[src/rtl/control_muestreo_adc.sv]
// Sampling controller for a serial 12-bit ADC: generates the sample-rate tick, drives cs_n/sclk
// and shifts in one 16-bit MSB-first frame per sample, presenting the result with a listo strobe.
module control_muestreo_adc #(
  parameter int unsigned N_ADC           = 12,
  parameter int unsigned DIV_SCLK        = 2,
  parameter int unsigned CICLOS_MUESTREO = 2268
) (
  input  logic             clk,
  input  logic             reset,
  input  logic             enable,
  input  logic             sdata,
  output logic             sclk,
  output logic             cs_n,
  output logic [N_ADC-1:0] data_ADC,
  output logic             listo,
  output logic             overrun
);

  localparam int unsigned RateW = (CICLOS_MUESTREO > 1) ? $clog2(CICLOS_MUESTREO) : 1;
  localparam int unsigned HalfW = (DIV_SCLK > 1) ? $clog2(DIV_SCLK) : 1;
  localparam logic [RateW-1:0] RateLast = RateW'(CICLOS_MUESTREO - 1);
  localparam logic [HalfW-1:0] HalfLast = HalfW'(DIV_SCLK - 1);

  typedef enum logic [1:0] {StIdle, StConv, StFin} state_e;

  state_e           state_q;
  logic [RateW-1:0] rate_q;
  logic [HalfW-1:0] half_q;
  logic [4:0]       bits_q;
  logic [15:0]      shift_q;
  logic [15:0]      shift_next;
  logic             sdata_q;
  logic             tick;

  // Gating with enable keeps a stale terminal count from ticking once sampling stops.
  assign tick       = enable && (rate_q == RateLast);
  assign shift_next = (shift_q << 1) | {15'b0, sdata_q};

  always_ff @(posedge clk) begin
    if (reset) begin
      rate_q  <= '0;
      sdata_q <= 1'b0;
    end else begin
      sdata_q <= sdata;
      if (!enable || rate_q == RateLast) begin
        rate_q <= '0;
      end else begin
        rate_q <= rate_q + RateW'(1);
      end
    end
  end

  always_ff @(posedge clk) begin
    if (reset) begin
      state_q  <= StIdle;
      sclk     <= 1'b1;
      cs_n     <= 1'b1;
      data_ADC <= '0;
      listo    <= 1'b0;
      overrun  <= 1'b0;
      half_q   <= '0;
      bits_q   <= '0;
      shift_q  <= '0;
    end else begin
      listo <= 1'b0;
      // A tick while busy is only flagged; the running frame is never restarted.
      if (tick && state_q != StIdle) begin
        overrun <= 1'b1;
      end
      case (state_q)
        StIdle: begin
          cs_n   <= 1'b1;
          sclk   <= 1'b1;
          half_q <= '0;
          bits_q <= '0;
          if (tick) begin
            state_q <= StConv;
            cs_n    <= 1'b0;
          end
        end
        StConv: begin
          if (half_q == HalfLast) begin
            half_q <= '0;
            sclk   <= ~sclk;
            if (!sclk) begin
              shift_q <= shift_next;
              bits_q  <= bits_q + 5'd1;
              if (bits_q == 5'd15) begin
                state_q  <= StFin;
                cs_n     <= 1'b1;
                data_ADC <= N_ADC'(shift_next);
                listo    <= 1'b1;
              end
            end
          end else begin
            half_q <= half_q + HalfW'(1);
          end
        end
        StFin: begin
          state_q <= StIdle;
        end
        default: begin
          state_q <= StIdle;
        end
      endcase
    end
  end

endmodule

[config.mk]
export PLATFORM = sky130hd
export DESIGN_NAME = control_muestreo_adc
export DESIGN_NICKNAME = d
export VERILOG_FILES = /design/src/rtl/control_muestreo_adc.sv
export SDC_FILE = /design/constraint.sdc
export NUM_CORES = 1
export LEC_CHECK = 0
export ABC_CLOCK_PERIOD_IN_PS = 1700
export CAP_MARGIN = 20
export CORE_MARGIN = 4
export CORE_UTILIZATION = 55
export CTS_CLUSTER_SIZE = 28
export DETAILED_ROUTE_END_ITERATION = 10
export GPL_ROUTABILITY_DRIVEN = 0
export PLACE_DENSITY = 0.84
export SLEW_MARGIN = 30
export SYNTH_ARGS = -nofsm -noshare
export SYNTH_HDL_FRONTEND = slang
export SYNTH_SLANG_ARGS = --single-unit
[constraint.sdc]
create_clock -name clk -period 1.7 [get_ports clk]
set_input_delay 0.17 -clock clk [delete_from_list [all_inputs] [get_ports clk]]
set_output_delay 0.17 -clock clk [all_outputs]
set_load 0.02 [all_outputs]
==> Yosys cells after proc, flatten, opt, wreduce, memory -nomap -nowiden <==
Cells that the tools add are included.
{ "word_totals": {"in_bits": 4, "out_inout_bits": 16, "word_cells": 58, "register_bits": 48} }
{ "classes": {"n_reduce_logical": 15, "mux": 18, "addsub": 3, "n_eq_ne": 7, "n_bitwise": 4} }
{ "op_table": {"columns": ["op", "n"], "rows": [
  ["adder 12 x 1 -> 12 bit (second input constant)", 1],
  ["equality test 12 bit (second input constant)", 1],
  ["OR 12 x 1 -> 12 bit", 1],
  ["AND reduction 4 bit", 3],
  ["2-to-1 mux 5 bit", 2],
  ["one-hot mux 5 bit (2 select lines)", 1],
  ["2-to-1 mux 2 bit", 4],
  ["!= test 2 bit (second input constant)", 4],
  ["2-to-1 mux 1 bit", 7],
  ["one-hot mux 1 bit (2 select lines)", 3],
  ["AND reduction 3 bit", 2],
  ["adder 5 x 1 -> 5 bit (second input constant)", 1],
  ["equality test 5 x 4 -> 1 bit (second input constant)", 1],
  ["one-hot mux 2 bit (2 select lines)", 1],
  ["nonzero test 2 bit", 2],
  ["OR reduction 4 bit", 1],
  ["NOT 1 bit", 3],
  ["equality test 2 x 1 -> 1 bit (second input constant)", 1],
  ["logical AND 1 bit", 2],
  ["logical NOT 2 bit", 1],
  ["AND reduction 2 bit", 1],
  ["OR reduction 2 bit", 1],
  ["adder 1 bit (second input constant)", 1],
  ["logical NOT 1 bit", 1],
  ["logical OR 1 bit", 1]
]} }

==> Depth between registers and ports, before layout <==
{ "depth": {"depth_word": 5, "depth_mapped": 7, "mapped_depth_nobuf": 6} }

==> Worst setup path before layout <==
Ideal clock, no wire load.
{ "synth_path": {"path_kind": "reg-to-reg", "from": "register bits_q[0]", "to": "register data_ADC[11]", "path_stages_with_launch": 8, "setup_ns": 0.070, "path_slack_ns": 0.139, "required_ns": 1.630, "path_buffers": 1, "arrival_ns": 1.491, "period_less_slack_ns": 1.561, "path_cell_list": "dfxtp_1 > ha_1 > and3_1 > ha_1 > inv_1 > clkbuf_1 > o21ai_0 > a21oi_1"} }
{ "synth_via": {"elab_chain_cells": 2} }
{ "synth_rtl": {"columns": ["item", "line_no", "text"], "rows": [
  ["from (decl)", "29", "logic [4:0] bits_q;"],
  ["from (signal assigned)", "87", "bits_q <= bits_q + 5'd1;"],
  ["equality test 5 x 4 -> 1 bit", "88", "if (bits_q == 5'd15) begin"],
  ["AND reduction 4 bit (no line)", null, null],
  ["to (signal assigned)", "91", "data_ADC <= N_ADC'(shift_next);"],
  ["to (decl)", "14", "output logic [N_ADC-1:0] data_ADC,"]
]} }
No other way between the ends.
A chain may end at the register's enable or synchronous reset.

==> Worst setup path after layout <==
{ "layout_path": {"from": "register sclk", "to": "output port sclk"} }
{ "layout_lines": {"columns": ["item", "line_no", "text"], "rows": [
  ["from (decl)", "12", "output logic sclk,"],
  ["from (signal assigned)", "84", "sclk <= ~sclk;"]
]} }
No word-level cell between the ends.

==> impl_metrics.ini <==
[pwr]
p_per_area_nw_per_um2 = 852
combPwrFrac_pct = 1.9
p_sw_uw = 389
p_int_mw = 1.66
peakVddDrop_uv = 596
seq_power_share_pct = 55.1
cellLeakagePower_nw = 0.779
sw_frac_of_total_pct = 19.0
clkPwrFrac_pct = 43.0

[finish]
areaGrowthSynthToFinish_pct = 19.9
final_cell_area_um2 = 2410
final_nets = 263
regArea_um2 = 961
mostFrequentLayoutCells = dfxtp_1, a21oi_1, nand2_1
fill_cells = 277
antenna_cells = 0
final_common_cell = dfxtp_1
drive_gt1_share_pct = 11.3
multiInputGateArea_um2 = 948

[global_route]
gr-total-overflow = 0
grt_pass1_vias = 1529
antenna_found_initial = 0
grt_pass1_wl_mm = 6.61
grt_max_degree = 27
grt_use_total_pct = 19.1

[sta]
tns_ns = 0
worst_pin_slew_ns = 0.404
fmax_mhz = 627
finalHoldViolations = 0
grt_setup_unrepaired = no
fin_crit_ns = 1.60
finClkSkew_ns = 0.00518
report.final.slew_viol_count = 0
setup_viol = 0
max_slew_margin_pct = 73.0
min_period_over_period_pct = 93.9

[floorplanning]
pin_count = 20
core_um2 = 3440
die_x_um = 68.4
initial_core_util_pct = 58.3
floorplan.die_area_um2 = 4680
fp.dieH_um = 68.4
num_rows = 21

[min_path]
hold_start = sdata
holdPathStages = 2
hold_path_class = in -> reg

[clocking]
cts_setup_buffers = 0
cts_buffers = 5
clockBufferDepth = 2
worstSkewPairLatency_ns = 0.30
cts_tree = yes
h-tree-depth = 2
cts_root_buf = clkbuf_8
ctsResizeCount = 0
clk_transition_reported_paths_ns = 0.08
clock-sinks = 48
holdBufCountCts = 0

[setup_path]
worstPathRequired_ns = 1.53
worstSetupEndpointType = output port
startpoint_type = flip-flop
cp_slowest_cell = clkdlybuf4s50_1
reg2reg_from = bits_q[1]$_SDFFE_PP0P_
setup.worst_path.start = sclk$_SDFFE_PP1P_
critPathMaxStageDelay_ns = 0.66
crit_fanout = 10
path_delay_family = buffers and inverters
critPathKind = reg -> out
crit_arrival_ns = 1.43
crit_buf_inv = 1
cp_num_cells = 1
reg2reg_depth = 7
crit_chain = clkdlybuf4s50_1

[route]
totalWireLength_mm = 3.88
drtIter0Drc = 83
vias = 1699
antenna_left = 0
remaining_drc_errors = 0
vias_per_cell = 5.61
wl_per_cell_um = 12.8
first_pass_iters = 4

[place]
port_buffers = 19
placed_area_um2 = 2280
hpwl_mm = 2.67

[status]
status = finished, final reports clean

[logic_synthesis]
ys_seq_area_share_pct = 47.9
synth_nets = 240
synthDistinctLibCells = 42
syn-cell-area_um2 = 2010
syn_inst = 233
yosysWarnings = 0
ys_seq_elements = 48
syn_area_per_cell_um2 = 8.62

[run]
maxCapViolations = 0
## cell usage after synthesis
cell type  number  share of area [%]
nand2_1        29                5.4
inv_1           5               0.93
nand2b_1        2               0.62
nor3b_1         4                1.5
nand3_1        21                5.2
o31ai_1         3                1.1
o21a_1          1               0.37
or4_1           3                1.1
dfxtp_1        48                 48
nand3b_1        5                1.9
and4bb_2        1               0.62
a311o_1         1               0.50
nor2_1          8                1.5
a41oi_1         2               0.87
mux2_2          1               0.56
or3_1           2               0.62
clkbuf_1        7                1.3
a31oi_1         3               0.93
o21ai_0        18                4.5
buf_1           2               0.37
and3b_1         1               0.44
nand4_1         3               0.93
a311oi_1        1               0.44
a21o_1          1               0.37
or3_2           2               0.75
o32a_1          1               0.50
nor4b_2         1               0.75
and4_1          1               0.44
xnor2_1         1               0.44
ha_1            3                1.9
xor2_1          2               0.87
nand4_2         1               0.62
nor2b_1         1               0.31
or3b_1          1               0.44
and3_1          1               0.31
clkbuf_2        1               0.25
nor3_1          2               0.50
nand3_4         1               0.87
buf_6           1               0.56
nand4bb_1       1               0.56
a21oi_1        34                8.5
buf_2           6                1.5
## final cells by class
class | count | share of cell area [%]
multi-input combinational | 163 | 39.4
timing repair buffer | 33 | 12.3
tap | 46 | 2.39
sequential | 48 | 39.9
clock inverter | 1 | 1.25
clock buffer | 7 | 4.00
inverter | 5 | 0.780
## cell families after synthesis
family | synth area share (%)
DFF | 47.9
muxes | 0.561
AOI/OAI and AO/OA | 18.1
and+or+nand+nor | 25.4
adders and majority gates | 1.87
xor gates and xnor gates | 1.31
buffers and inverters | 4.92
## final timing paths
| check | to | slack [ns] |
|---|---|---|
| worst max-delay path | sclk | 0.10 |
| worst min-delay path | sdata_q$_SDFF_PP0_ | 0.43 |
| worst max register to register | data_ADC[7]$_SDFFE_PP0P_ | 0.18 |
| worst min register to register | shift_q[10]$_SDFFE_PP0P_ | 0.47 |
## layer usage
layer	share of wire (%)	GRT usage [%]	routed length, um	vias to the layer above
met1	43	21.6	1680	778
met5	0	0	0	-
met2	50	32.2	1940	37
li1	-	-	-	877
met3	4.7	6.24	184	7
met4	2.0	8.93	77	0
## power by group through the flow
| stage | Combinational, mW | Clock (mW) | Sequential [mW] |
|---|---|---|---|
| final | 0.0383 | 0.882 | 1.13 |
| after global routing | 0.0427 | 0.954 | 1.13 |
| after CTS | 0.0386 | 0.902 | 1.13 |
| after floorplan | 0.0240 | 0 | 1.16 |
| after global placement | 0.0384 | 0 | 1.16 |
| after detailed placement | 0.0383 | 0 | 1.16 |
## flip-flops by register name, indices dropped and copies added, names as in the netlist, 2 cells and up
name      count
data_ADC     12
bits_q        5
state_q       2
shift_q      11
rate_q       12
## through the flow
| step | power (mW) | worst slack, ns | cells | utilization [%] | hold slack [ns] |
|---|---|---|---|---|---|
| after CTS | 2.07 | 0.0848 | 303 | 69.9 | 0.426 |
| final | 2.05 | 0.104 | 303 | 69.9 | 0.431 |
| after floorplan | 1.18 | 0.139 | 233 | - | 0.298 |
| after detailed placement | 1.20 | 0.188 | 295 | 66.3 | 0.455 |
| after global routing | 2.13 | 0.0256 | 303 | 69.9 | 0.417 |
| after global placement | 1.19 | 0.239 | 295 | 66.3 | 0.447 |
Note: power is estimated with default switching activity, not from simulation.
==> RTL edit, RTL diff (config.mk and constraints unchanged) <==
Re-encode `state_e` (3 states) as one-hot, 3 bits wide.
--- a/src/rtl/control_muestreo_adc.sv
+++ b/src/rtl/control_muestreo_adc.sv
@@ -21,7 +21,7 @@
   localparam logic [RateW-1:0] RateLast = RateW'(CICLOS_MUESTREO - 1);
   localparam logic [HalfW-1:0] HalfLast = HalfW'(DIV_SCLK - 1);
 
-  typedef enum logic [1:0] {StIdle, StConv, StFin} state_e;
+  typedef enum logic [2:0] {StIdle = 3'b001, StConv = 3'b010, StFin = 3'b100} state_e;
 
   state_e           state_q;
   logic [RateW-1:0] rate_q;
Function: same outputs for any inputs over 10 cycles, from zero or initial values and one cycle with reset high; not proved beyond that.
==> RTL edit against the unedited design <==
  * Wire length grew 16%
  * Fmax down 1.6%
  * Worst setup slack lost 26 ps
  * Largest cell class is now multi-input combinational cells
  * Largest power group unchanged
  * Sequential cell count increased by 1
  * Power decreased by 6.2%
  * Area after synthesis is 7.9% higher
  * Cell area grew 6.8%
  * Via count increased by 9.6%
  * Synthesized cell count grew 5.6%
  * Critical path depth stayed put
  * Hold slack improved by 6.7 ps
==> RTL edit: results (changes against the unedited design) <==
adder-cell share of the synthesized area 0.0173 (was 0.0187); Clock Skews 11.3 ps (was 5.18 ps); first-pass GRT wire length 7.66 mm (was 6.61 mm); DP Wirelength 2.95 mm (was 2.67 mm); ranking of synthesized cells by area dfxtp_1, a21oi_1, nand3_1, o21ai_1, nand4bb_1 (was dfxtp_1, a21oi_1, nand2_1, nand3_1, o21ai_0); H-tree levels 2 (unchanged); status completed (unchanged); Slew @ Worst Pin 537 ps (was 404 ps); static leakage power 0.857 nW (was 0.779 nW); peak supply drop 0.590 mV (was 0.596 mV); asr flop ratio synth 0 (unchanged); register area share after synthesis 0.453 (was 0.479); post-synthesis mux area share 0.0144 (was 0.00561); initial antenna violation count 0 (unchanged); Post-Synth XOR/XNOR Area 0.0121 (was 0.0131); Commonest cells post-synth dfxtp_1, a21oi_1, nand3_1 (was dfxtp_1, a21oi_1, nand2_1); CP Max Fanout 11 (was 10); Int Power 1.47 mW (was 1.66 mW); largest net degree at the start of global routing 26 (was 27); sequential share of power 0.600 (was 0.551); share of cells above drive strength 1 0.126 (was 0.113); Power Density 748 mW/mm² (was 852 mW/mm²); DRT iter0 DRCs 144 (was 83); Vias 1862 (was 1699); clock transition at the registers of the reported paths 100 ps (was 80 ps); Routed WL 4.51 mm (was 3.88 mm); P_comb 0.0465 mW (was 0.0383 mW); # nets final 276 (was 263); Worst Path Arrival 1450 ps (was 1430 ps)
## RTL edit: worst paths after layout
check | slack (ps) | cells after the start | to
worst max-delay path | 80 | 1 | sclk
worst min register to register | 480 | 2 | shift_q[0]
worst max register to register | 130 | 6 | cs_n
worst min-delay path | 440 | 2 | sdata_q
## RTL edit: metal layers
metal  wire (µm)  vias to the layer above  global-route usage  share of wire
li1            -                      948                   -              -
met1        2180                      887               0.242           0.48
met2        2160                       18               0.296           0.48
met3         100                        9              0.0384          0.022
met4          81                        0              0.0793          0.018
met5           0                        -                   0              0
## RTL edit: cells by family (layout without fill, tap and decap cells)
logic type / Yosys count / in the layout
flops: 49 / 49
compound gates: 80 / 80
xor+xnor: 3 / 3
mux: 3 / 3
fa+ha+maj: 3 / 3
buf+inv: 24 / 48
simple gates: 84 / 84
## RTL edit: repair_timing
action / in CTS / in global routing
setup buffers: 0 / 2
resized for setup: 1 / 1
setup endpoints to repair: 1 / 1
## RTL edit: layout make-up
class,count,area [µm²]
tap,48,60.1
clock inverter,3,25.0
timing repair buffer,35,335
fill,308,1170
multi-input combinational,173,1080
sequential,49,981
inverter,5,18.8
clock buffer,5,68.8
## RTL edit: stage by stage
| step | instances | power (mW) | instance area [µm²] | utilization | setup slack (ps) |
|---|---|---|---|---|---|
| 6_report | 318 | 1.92 | 2570 | 0.686 | 77.6 |
| 5_1_grt | 318 | 1.99 | 2570 | 0.686 | 10.4 |
| 4_1_cts | 316 | 1.94 | 2540 | 0.678 | 40.4 |
| 3_5_place_dp | 308 | 1.23 | 2440 | 0.652 | 3.71 |
| 3_3_place_gp | 308 | 1.23 | 2440 | 0.652 | 50.6 |
| 2_1_floorplan | 246 | 1.21 | 2170 | - | 119 |
